<file path="src/rtl/lsu_mem_initiator.sv">
// Load/store initiator: issues one read or write to the data-memory controller,
// stalls the pipeline until the controller completes, and returns load data.
//
//   state | meaning
//   ------+-------------------------------------------------------------
//   IDLE  | waiting for a request; latch it, check func3, wait mem_ready
//   ISSUE | one-cycle read/write enable to the controller
//   WAIT  | wait for busy-then-ready from controller, or timeout
//   DONE  | one-cycle completion pulse (done/load_valid/err)
module lsu_mem_initiator #(
   parameter int ADDRESS_WIDTH  = 32,
   parameter int DATA_WIDTH     = 32,
   parameter int TIMEOUT_CYCLES = 64
) (
   input  logic                     clk,
   input  logic                     rstN,
   input  logic                     req_valid,
   input  logic                     req_is_store,
   input  logic [2:0]               req_func3,
   input  logic [ADDRESS_WIDTH-1:0] req_address,
   input  logic [DATA_WIDTH-1:0]    req_store_data,
   output logic                     stall,
   output logic                     done,
   output logic                     load_valid,
   output logic [DATA_WIDTH-1:0]    load_data,
   output logic                     err,
   output logic                     mem_read_En,
   output logic                     mem_write_En,
   output logic [2:0]               mem_func3,
   output logic [ADDRESS_WIDTH-1:0] mem_address,
   output logic [DATA_WIDTH-1:0]    mem_data_out,
   input  logic [DATA_WIDTH-1:0]    mem_data_in,
   input  logic                     mem_ready
);

   localparam int CNT_W = $clog2(TIMEOUT_CYCLES + 1);
   localparam logic [CNT_W-1:0] CNT_MAX = CNT_W'(TIMEOUT_CYCLES);

   typedef enum logic [1:0] {
      S_IDLE  = 2'd0,
      S_ISSUE = 2'd1,
      S_WAIT  = 2'd2,
      S_DONE  = 2'd3
   } state_t;

   state_t           state;
   logic             is_store_q;
   logic             seen_busy;
   logic [CNT_W-1:0] wait_cnt;
   logic [CNT_W-1:0] wait_cnt_inc;
   logic             req_legal;

   always_comb begin
      req_legal = 1'b0;
      case (req_func3)
         3'b000, 3'b001, 3'b010: req_legal = 1'b1;
         3'b100, 3'b101:         req_legal = ~req_is_store;
         default:                req_legal = 1'b0;
      endcase
   end

   // Saturating increment so a stuck responder can never wrap the counter.
   always_comb begin
      wait_cnt_inc = wait_cnt;
      if (wait_cnt != CNT_MAX) wait_cnt_inc = wait_cnt + CNT_W'(1);
   end

   assign stall = ((state == S_IDLE) && req_valid) || (state == S_ISSUE) || (state == S_WAIT);

   always_ff @(posedge clk or negedge rstN) begin
      if (!rstN) begin
         state        <= S_IDLE;
         is_store_q   <= 1'b0;
         seen_busy    <= 1'b0;
         wait_cnt     <= '0;
         done         <= 1'b0;
         load_valid   <= 1'b0;
         err          <= 1'b0;
         load_data    <= '0;
         mem_read_En  <= 1'b0;
         mem_write_En <= 1'b0;
         mem_func3    <= '0;
         mem_address  <= '0;
         mem_data_out <= '0;
      end else begin
         done         <= 1'b0;
         load_valid   <= 1'b0;
         err          <= 1'b0;
         mem_read_En  <= 1'b0;
         mem_write_En <= 1'b0;
         case (state)
            S_IDLE: begin
               if (req_valid) begin
                  mem_func3    <= req_func3;
                  mem_address  <= req_address;
                  mem_data_out <= req_store_data;
                  is_store_q   <= req_is_store;
                  if (!req_legal) begin
                     state <= S_DONE;
                     done  <= 1'b1;
                     err   <= 1'b1;
                  end else if (mem_ready) begin
                     state        <= S_ISSUE;
                     mem_read_En  <= ~req_is_store;
                     mem_write_En <= req_is_store;
                  end
               end
            end
            S_ISSUE: begin
               seen_busy <= 1'b0;
               wait_cnt  <= '0;
               state     <= S_WAIT;
            end
            S_WAIT: begin
               if (!mem_ready) seen_busy <= 1'b1;
               wait_cnt <= wait_cnt_inc;
               // Ready before any busy cycle is the controller's idle state, not completion.
               if (mem_ready && seen_busy) begin
                  state      <= S_DONE;
                  done       <= 1'b1;
                  load_valid <= ~is_store_q;
                  if (!is_store_q) load_data <= mem_data_in;
               end else if (wait_cnt_inc == CNT_MAX) begin
                  state     <= S_DONE;
                  done      <= 1'b1;
                  err       <= 1'b1;
                  load_data <= '0;
               end
            end
            S_DONE: begin
               state <= S_IDLE;
            end
            default: begin
               state <= S_IDLE;
            end
         endcase
      end
   end

endmodule

</file>
<file path="config.mk">
export PLATFORM = sky130hd
export DESIGN_NAME = lsu_mem_initiator
export DESIGN_NICKNAME = d
export VERILOG_FILES = /design/src/rtl/lsu_mem_initiator.sv
export SDC_FILE = /design/constraint.sdc
export NUM_CORES = 1
export LEC_CHECK = 0
export ABC_AREA = 1
export BUFFER_PORTS_ARGS = -buffer_cell sky130_fd_sc_hd__clkbuf_2
export CAP_MARGIN = 20
export CORE_MARGIN = 2
export CORE_UTILIZATION = 25
export CTS_CLUSTER_SIZE = 20
export DETAILED_ROUTE_END_ITERATION = 6
export SYNTH_ARGS = -nofsm -noshare
export SYNTH_HDL_FRONTEND = slang
export SYNTH_SLANG_ARGS = --single-unit
export TNS_END_PERCENT = 20
</file>
<file path="constraint.sdc">
create_clock -name clk -period 1.7 [get_ports clk]
set_clock_uncertainty 0.2 [all_clocks]
set_input_delay 0.17 -clock clk [delete_from_list [all_inputs] [get_ports clk]]
set_output_delay 0.17 -clock clk [all_outputs]
set_load 0.05 [all_outputs]
</file>
Word level (Yosys, flattened, before mapping)
Index checks and enable logic that the tools add are counted.
{ "word_totals": {"word_cells": 75, "register_bits": 115, "out_inout_bits": 105} }
{ "classes": {"mux": 31, "bitwise": 2, "addsub": 1, "eq_ne": 14, "reduce_logical": 14} }
{ "ops": {"columns": ["cell", "n"], "rows": [
  ["32-bit 2-to-1 mux", 3],
  ["1-bit 2-to-1 mux", 16],
  ["7-bit case mux with 2 select lines", 1],
  ["2-bit 2-to-1 mux", 5],
  ["1-bit case mux with 2 select lines", 4],
  ["2-bit case mux with 4 select lines", 1],
  ["7-bit by 1-bit adder with 7-bit output, second input constant", 1],
  ["7-bit equality test, second input constant", 1],
  ["7-bit 2-to-1 mux", 1],
  ["7-bit != test, second input constant", 1],
  ["3-bit equality test, second input constant", 2],
  ["2-bit != test, second input constant", 3],
  ["3-bit AND reduction", 2],
  ["2-bit equality test, second input constant", 2],
  ["2-bit AND reduction", 2],
  ["2-bit nonzero test", 2],
  ["3-bit by 1-bit equality test with 1-bit output, second input constant", 1],
  ["3-bit by 2-bit equality test with 1-bit output, second input constant", 1],
  ["3-bit zero test", 1],
  ["3-bit by 1-bit != test with 1-bit output, second input constant", 1],
  ["3-bit != test, second input constant", 1],
  ["3-bit OR reduction", 1],
  ["2-bit by 1-bit equality test with 1-bit output, second input constant", 1],
  ["1-bit logical AND", 2],
  ["4 further kinds", 6]
]} }

Logic depth before layout (Yosys ltp)
Gate-level depths: netlist (run 1).
{ "depth": {"word_depth": 6, "depth_mapped": 13, "ltp_nobuf": 13} }

Least setup slack after synthesis (run 1)
OpenSTA, ideal clock, no wires.
{ "synth_timing": {"kind": "register -> output", "from": "register state[0]", "to": "output stall", "path_stages_with_launch": 6, "path_slack_ns": -0.223, "path_buffers": 1, "t_arrival_ns": 1.553, "path_cell_list": "dfrtp_1 inv_1 ha_1 nand2_1 clkbuf_1 nand3_1"} }
{ "synth_between": {"elab_chain_cells": 4} }
{ "synth_lines": {"columns": ["item", "line", "text"], "rows": [
  ["start: declaration", "46", "state_t state;"],
  ["start signal: assignment", "72", "state <= S_IDLE;"],
  ["start signal: assignment", "99", "state <= S_DONE;"],
  ["start signal: assignment", "103", "state <= S_ISSUE;"],
  ["2-bit zero test", "68", "assign stall = ((state == S_IDLE) && req_valid) || (state == S_ISSUE) || (state == S_WAIT);"],
  ["1-bit logical AND", "68", null],
  ["1-bit logical OR", "68", null],
  ["1-bit logical OR *", "68", null],
  ["end: declaration", "22", "output logic stall,"]
]} }
Every way passes the cells marked *; elsewhere a longest branch is shown, timed or not.

Worst setup path in the final report (run 1)
{ "layout_timing": {"from": "register wait_cnt[0]", "to": "register load_data[25]"} }
{ "layout_between": {"elab_chain_cells": 5} }
{ "layout_lines": {"columns": ["item", "line", "text"], "rows": [
  ["start: declaration", "49", "logic [CNT_W-1:0] wait_cnt;"],
  ["start signal: assignment", "116", "wait_cnt <= wait_cnt_inc;"],
  ["7-bit by 1-bit adder with 7-bit output or 7-bit != test (tied branches)", "65", "if (wait_cnt != CNT_MAX) wait_cnt_inc = wait_cnt + CNT_W'(1);"],
  ["7-bit 2-to-1 mux *", "65", null],
  ["7-bit equality test *", "123", "end else if (wait_cnt_inc == CNT_MAX) begin"],
  ["2-bit nonzero test (no source line) *", null, null],
  ["3-bit AND reduction (no source line) *", null, null],
  ["end signal: assignment", "122", "if (!is_store_q) load_data <= mem_data_in;"],
  ["end: declaration", "25", "output logic [DATA_WIDTH-1:0] load_data,"]
]} }
Marks and branches as above.
A chain may end at the register's enable or synchronous reset.

==> results.json, run 1 <==
{
  "outcome": "finished with violations",
  "violations": "setup timing",
  "clock_path_buffers": 2,
  "tritoncts": "built",
  "synth_seq_cells": 115,
  "synthXorXnorAreaFrac": 0.00187,
  "wl_per_cell_um": 13.5,
  "hold_class": "in2async",
  "leakage_nw": 4.42,
  "grt_overflow": 0,
  "cp-start-kind": "flop",
  "combinationalPowerShare": 0.486,
  "grt_pass1_wl_um": 23800,
  "peakVddDrop_uv": 1070,
  "r2r_cells": 12,
  "htree_levels": 4,
  "synth_mux_area_frac": 0,
  "r2r-end": "load_data[25]",
  "core_um2": 18600,
  "startpoint": "wait_cnt[0]",
  "port_buffers": 208,
  "max_freq_ghz": 0.497,
  "worst_pin_slew_ps": 602,
  "ant_nets": 0,
  "drc": 0,
  "grt_antenna_before_repair": 0,
  "slowest_stage": "dfrtp_2",
  "seq_area_frac_synth": 0.613,
  "synth_cells": 539,
  "antenna_cells": 0,
  "critPathMaxStageDelay_ps": 450,
  "initial_core_util": 0.253,
  "place.gp.congestion": 0.729,
  "synth.net_count": 648,
  "die_w_um": 141,
  "grt_usage": 0.151,
  "numClockSinks": 115,
  "synth_top_family_by_area": "simple AND/OR/NAND/NOR gates",
  "ioPinCount": 209,
  "p_seq_frac": 0.273,
  "max_slew_margin": 0.599,
  "synthDistinctLibCells": 27,
  "p_clk_frac": 0.241,
  "arrival_ps": 2110,
  "clock_latency_ps": 410,
  "hold_viol": 0,
  "fp.dieH_um": 141,
  "netSwitchingFraction": 0.478,
  "final_layout_size_suffix_gt1_frac": 0.345,
  "dp.final_hpwl_um": 9290,
  "final_cell_area_um2": 8090,
  "worstPathRequired_ps": 1790,
  "setup_ws_ps": -314,
  "finalMaxSlewViolations": 0,
  "dieArea_um2": 19900,
  "synth-compound-area-share": 0.0195,
  "drtIter0Drc": 179,
  "fin_tns_setup_ps": -10240,
  "power.internal_w": 0.00891,
  "path_clk_slew_ps": 60,
  "areaGrowthSynthToFinish_pct": 72.3,
  "synth_area_um2": 4690,
  "place_worst_setup_slack_ps": -215,
  "rows": 50,
  "synthSimpleGateAreaFrac": 0.311,
  "dr.pass1.iters": 4,
  "setup_viol": 37,
  "r2r_slack_ps": -310,
  "ys.warnings.count": 0,
  "fin_nets": 983,
  "cts-root-buf": "clkbuf_16",
  "power_density_nw_per_um2": 2110,
  "total_power_w": 0.0171,
  "vias": 4837,
  "grt_pass1_vias": 4836,
  "post_synth.cell_area_avg_um2": 8.71,
  "cts_buffers": 17,
  "grt_start_max_net_pins": 70,
  "holdWs_ps": 112,
  "reg2reg_from": "wait_cnt[0]",
  "netSwitchingPower_w": 0.00816,
  "fin_crit_ps": 2010,
  "placed_area_um2": 6190,
  "drv_cap": 0,
  "worstPathCellList": "inv_2, ha_4, nand2_2, inv_2, nand3_2, nand2_2, nand3_2, nor2_4, nand4_4, clkbuf_16, nand3_1, nand2_1",
  "endpoint": "load_data[25]",
  "rsz0062_at_grt": "true",
  "crit_fanout": 16,
  "synth_adder_area_share": 0.0133,
  "worst_setup_path_end_kind": "flop",
  "worstSetupPathType": "reg2reg",
  "routed_wl_um": 15100,
  "vias_per_cell": 4.31,
  "period_share": 1.18
}
synth_stat cells:
library cell,instances,area share
o21a_1,1,0.0016
nand3_1,43,0.046
buf_4,2,0.0032
buf_2,3,0.0032
or2_2,1,0.0013
buf_1,3,0.0024
nor2_2,1,0.0013
nand4_4,1,0.0045
nor3_4,1,0.0035
o21bai_1,1,0.0016
dfrtp_1,115,0.61
inv_2,4,0.0032
inv_1,16,0.013
buf_6,2,0.0048
clkbuf_1,15,0.012
and2_1,1,0.0013
ha_1,5,0.013
nor2_4,2,0.0048
nand4_1,3,0.0040
xor2_1,1,0.0019
a21oi_1,1,0.0011
nand2_2,1,0.0013
o21ai_0,8,0.0085
nand2_1,296,0.24
nor2_1,6,0.0048
nor3_1,1,0.0011
o22ai_1,5,0.0067
power groups by stage:
stage                     Clock [W]  Sequential [W]  Combinational, W
after floorplan                   0         0.00844           0.00186
after global placement            0         0.00460           0.00787
after detailed placement          0         0.00460           0.00797
after CTS                   0.00423         0.00461           0.00821
after global routing        0.00436         0.00480           0.00886
final                       0.00412         0.00465           0.00830
layout by cell type, fill, tap and decap left out, types with 2 or more instances in the layout:
cell type,instances
o21ai_0,7
buf_6,3
dfrtp_2,3
nor2_4,2
clkinv_2,2
clkbuf_8,3
clkbuf_16,19
dlygate4sd3_1,103
clkbuf_1,3
buf_4,21
dfrtp_1,112
buf_12,6
nand2_2,8
nand4_1,3
inv_2,7
nand3_2,6
clkbuf_2,206
nor2_2,2
o22ai_1,5
nand3_1,36
inv_1,12
ha_4,3
bufinv_16,6
nand2_1,288
nor2_1,5
timing repair:
action / in CTS / in global routing
gates cloned: 0 / 2
pin swaps: 0 / 1
endpoints found under the hold margin: 220 / 0
gates resized for setup: 10 / 22
buffers inserted: 0 / 4
setup endpoints to repair: 54 / 68
hold buffers: 103 / 0
flip-flops by register name (all words and copies together), names as in the netlist:
| register | flops |
|---|---|
| mem_data_out | 32 |
| mem_address | 32 |
| done | 1 |
| load_valid | 1 |
| mem_func3 | 3 |
| mem_write_En | 1 |
| seen_busy | 1 |
| load_data | 32 |
| mem_read_En | 1 |
| wait_cnt | 7 |
| state | 2 |
| err | 1 |
| is_store_q | 1 |
logic make-up (layout without fill, tap and decap cells):
logic type / Yosys count / count (layout)
adders and majority gates: 5 / 5
buffers and inverters: 45 / 393
AOI/OAI and AO/OA: 16 / 16
DFF: 115 / 115
and+or+nand+nor: 357 / 357
xor gates and xnor gates: 1 / 1
metal layers:
layer	vias to the layer above	track usage	part of all wire
met5	-	0	0
met4	0	0.0542	0.017
met3	20	0.0547	0.066
met2	189	0.251	0.49
met1	2276	0.182	0.43
li1	2352	-	-
cell type report:
cell class	instances	area [µm²]
Fill cell	1760	10500
Sequential cell	115	2880
Timing Repair Buffer	341	2420
Multi-Input combinational cell	379	1730
Clock buffer	23	478
Tap cell	234	293
Clock inverter	9	199
Inverter	20	77.6
stage by stage:
step            util  cells
2_1_floorplan      -    539
3_3_place_gp   0.333    981
3_5_place_dp   0.333    981
4_1_cts        0.427   1115
5_1_grt        0.435   1121
6_report       0.435   1121
worst min path at each step:
| stage | startpoint | end | slack [ps] |
|---|---|---|---|
| after floorplan | rstN | done | -330 |
| after global placement | rstN | load_data[2] | 20 |
| after detailed placement | rstN | load_data[2] | 20 |
| after CTS | rstN | load_data[2] | 120 |
| after global routing | rstN | load_data[2] | 140 |
| final | rstN | load_data[2] | 110 |
critical path, delay by kind of cell (launching register included):
kind	cells	cell delay (ps)
buf+inv	3	400
simple gates	8	730
fa+ha+maj	1	130
flops	1	450
No activity file was read; power rests on OpenSTA's default activity.
==> inputs of run 2 (changes only) <==
==> constraint.sdc (replaced) <==
create_clock -name clk -period 1.7 [get_ports clk]
set_clock_uncertainty 0.2 [all_clocks]
set_input_delay 0.17 -clock clk [delete_from_list [all_inputs] [get_ports clk]]
set_output_delay 0.17 -clock clk [all_outputs]
set_load 0.01 [all_outputs]
==> run 2 against run 1 <==
The run still ends with setup timing left. Hold slack better by 30 ps. Clock power is 3% lower. Sequential share of layout area is 0.69 points higher. Register-to-register slack better by 80 ps. Final area is 2.0% lower. Count of clock-buffer cells in the layout stayed put. Via count is 1.9% lower. Core utilization is 0.87 points lower. Die area stayed put. Non-clock buffer count stayed put. Largest power group unchanged.
==> results.json, run 2 (synthesis gave the netlist of run 1 again) <==
{
  "place.gp.congestion": 0.816,
  "drtIter0Drc": 200,
  "r2r_slack_ps": -230,
  "wl_per_cell_um": 13.3,
  "outcome": "finished with violations",
  "drv_cap": 0,
  "setup_ws_ps": -230,
  "grt_pass1_wl_um": 23900,
  "die_w_um": 141,
  "cts_buffers": 17,
  "areaGrowthSynthToFinish_pct": 68.9,
  "numClockSinks": 115,
  "period_share": 1.14,
  "worstPathCellList": "inv_1, ha_1, nand2_1, inv_1, nand3_2, nand2_2, nand3_2, nor2_4, nand4_4, buf_12, nand3_1, nand2_1",
  "grt_usage": 0.151,
  "grt_overflow": 0,
  "finalMaxSlewViolations": 0,
  "layout_commonest_cell": "nand2_1",
  "setup_viol": 37,
  "fin_crit_ps": 1930,
  "rsz0062_at_grt": "true",
  "critPathMaxStageDelay_ps": 430,
  "core_um2": 18600,
  "power_density_nw_per_um2": 1680,
  "cts-root-buf": "clkbuf_16",
  "rows": 50,
  "holdWs_ps": 142,
  "worst_setup_path_end_kind": "flop",
  "ant_nets": 0,
  "cp-start-kind": "flop",
  "hold_class": "in2async",
  "port_buffers": 208,
  "path_buf_inv": 3,
  "placed_area_um2": 6180,
  "path_clk_slew_ps": 50,
  "cpLargestDelayFamily": "simple AND/OR/NAND/NOR gates",
  "clock_latency_ps": 410,
  "arrival_ps": 2020,
  "total_power_w": 0.0133,
  "vias": 4745,
  "grt_antenna_before_repair": 0,
  "initial_core_util": 0.253,
  "max_slew_margin": 0.640,
  "crit_fanout": 33,
  "fp.dieH_um": 141,
  "antenna_cells": 0,
  "max_freq_ghz": 0.518,
  "peakVddDrop_uv": 777,
  "grt_start_max_net_pins": 85,
  "grt_pass1_vias": 4848,
  "drc": 0,
  "violations": "setup timing",
  "worstPathRequired_ps": 1780,
  "htree_levels": 4,
  "ioPinCount": 209,
  "place_worst_setup_slack_ps": -220,
  "routed_wl_um": 14900,
  "dr.pass1.iters": 4,
  "leakage_nw": 4.37,
  "top_regs": "load_data: 32 flops, mem_address: 32 flops, mem_data_out: 32 flops",
  "final_cell_area_um2": 7930,
  "fin_util": 0.427,
  "vias_per_cell": 4.23,
  "final_layout_size_suffix_gt1_frac": 0.327,
  "hold_viol": 0,
  "clock_path_buffers": 2,
  "slowest_stage": "dfrtp_1",
  "worst_pin_slew_ps": 539,
  "tritoncts": "built",
  "dieArea_um2": 19900,
  "fin_nets": 983,
  "layout_common_cells": "nand2_1 (292), clkbuf_2 (207), dfrtp_1 (114)",
  "dp.final_hpwl_um": 9230,
  "worstSetupPathType": "reg2reg"
}
## run 2: cell count changes in the layout (fill, tap and decap cells not counted), moves of 3 or more
cell	previous run	this run
buf_4	21	27
buf_6	3	0
nand2_1	288	292
nand2_2	8	4
nand3_1	36	40
nand3_2	6	3
## run 2: power breakdown
| group | total (W) | switching [W] | internal [W] |
|---|---|---|---|
| Combinational | 0.00471 | 0.00267 | 0.00204 |
| Sequential | 0.00462 | 0.000692 | 0.00393 |
| Clock | 0.00399 | 0.00127 | 0.00271 |
| Total | 0.0133 | 0.00463 | 0.00868 |
## run 2: repair_timing
action | 4_1_cts | 5_1_grt
endpoints found under the hold margin | 220 | 0
buffers inserted | 1 | 1
hold buffers | 103 | 0
setup endpoints to repair | 36 | 38
pin swaps | 2 | 0
resized for setup | 5 | 7
## run 2: tightest hold or removal path: cells and delay by family
kind | cells | cell delay [ps]
buffers and inverters | 3 | 990
## run 2: final timing paths
check | from | to | cells past startpoint
max in group asynchronous | rstN | mem_read_En | 3
min in group clk | mem_data_out[15] | mem_data_out[15] | 2
worst min register to register | mem_data_out[15] | mem_data_out[15] | 2
worst max register to register | wait_cnt[1] | load_data[31] | 12
worst min-delay path | rstN | load_data[5] | 3
worst max-delay path | wait_cnt[1] | load_data[31] | 12
## run 2: per-layer routing
layer	global-route usage	share of wire
met4	0.0416	0.0077
met1	0.193	0.44
met5	0	0
met3	0.0543	0.073
met2	0.243	0.47
## run 2: final cells by class
type                            instances  area, µm²
Clock inverter                          9        175
Multi-Input combinational cell        379       1680
Sequential cell                       115       2880
Inverter                               20       75.1
Tap cell                              234        293
Fill cell                            1764      10700
Timing Repair Buffer                  341       2350
Clock buffer                           23        478
## run 2: per-stage QoR
step	std cells	setup TNS, ps
after floorplan	539	-3670
after global placement	984	-5820
after detailed placement	984	-6940
after CTS	1120	-7120
after global routing	1121	-12740
final	1121	-6850
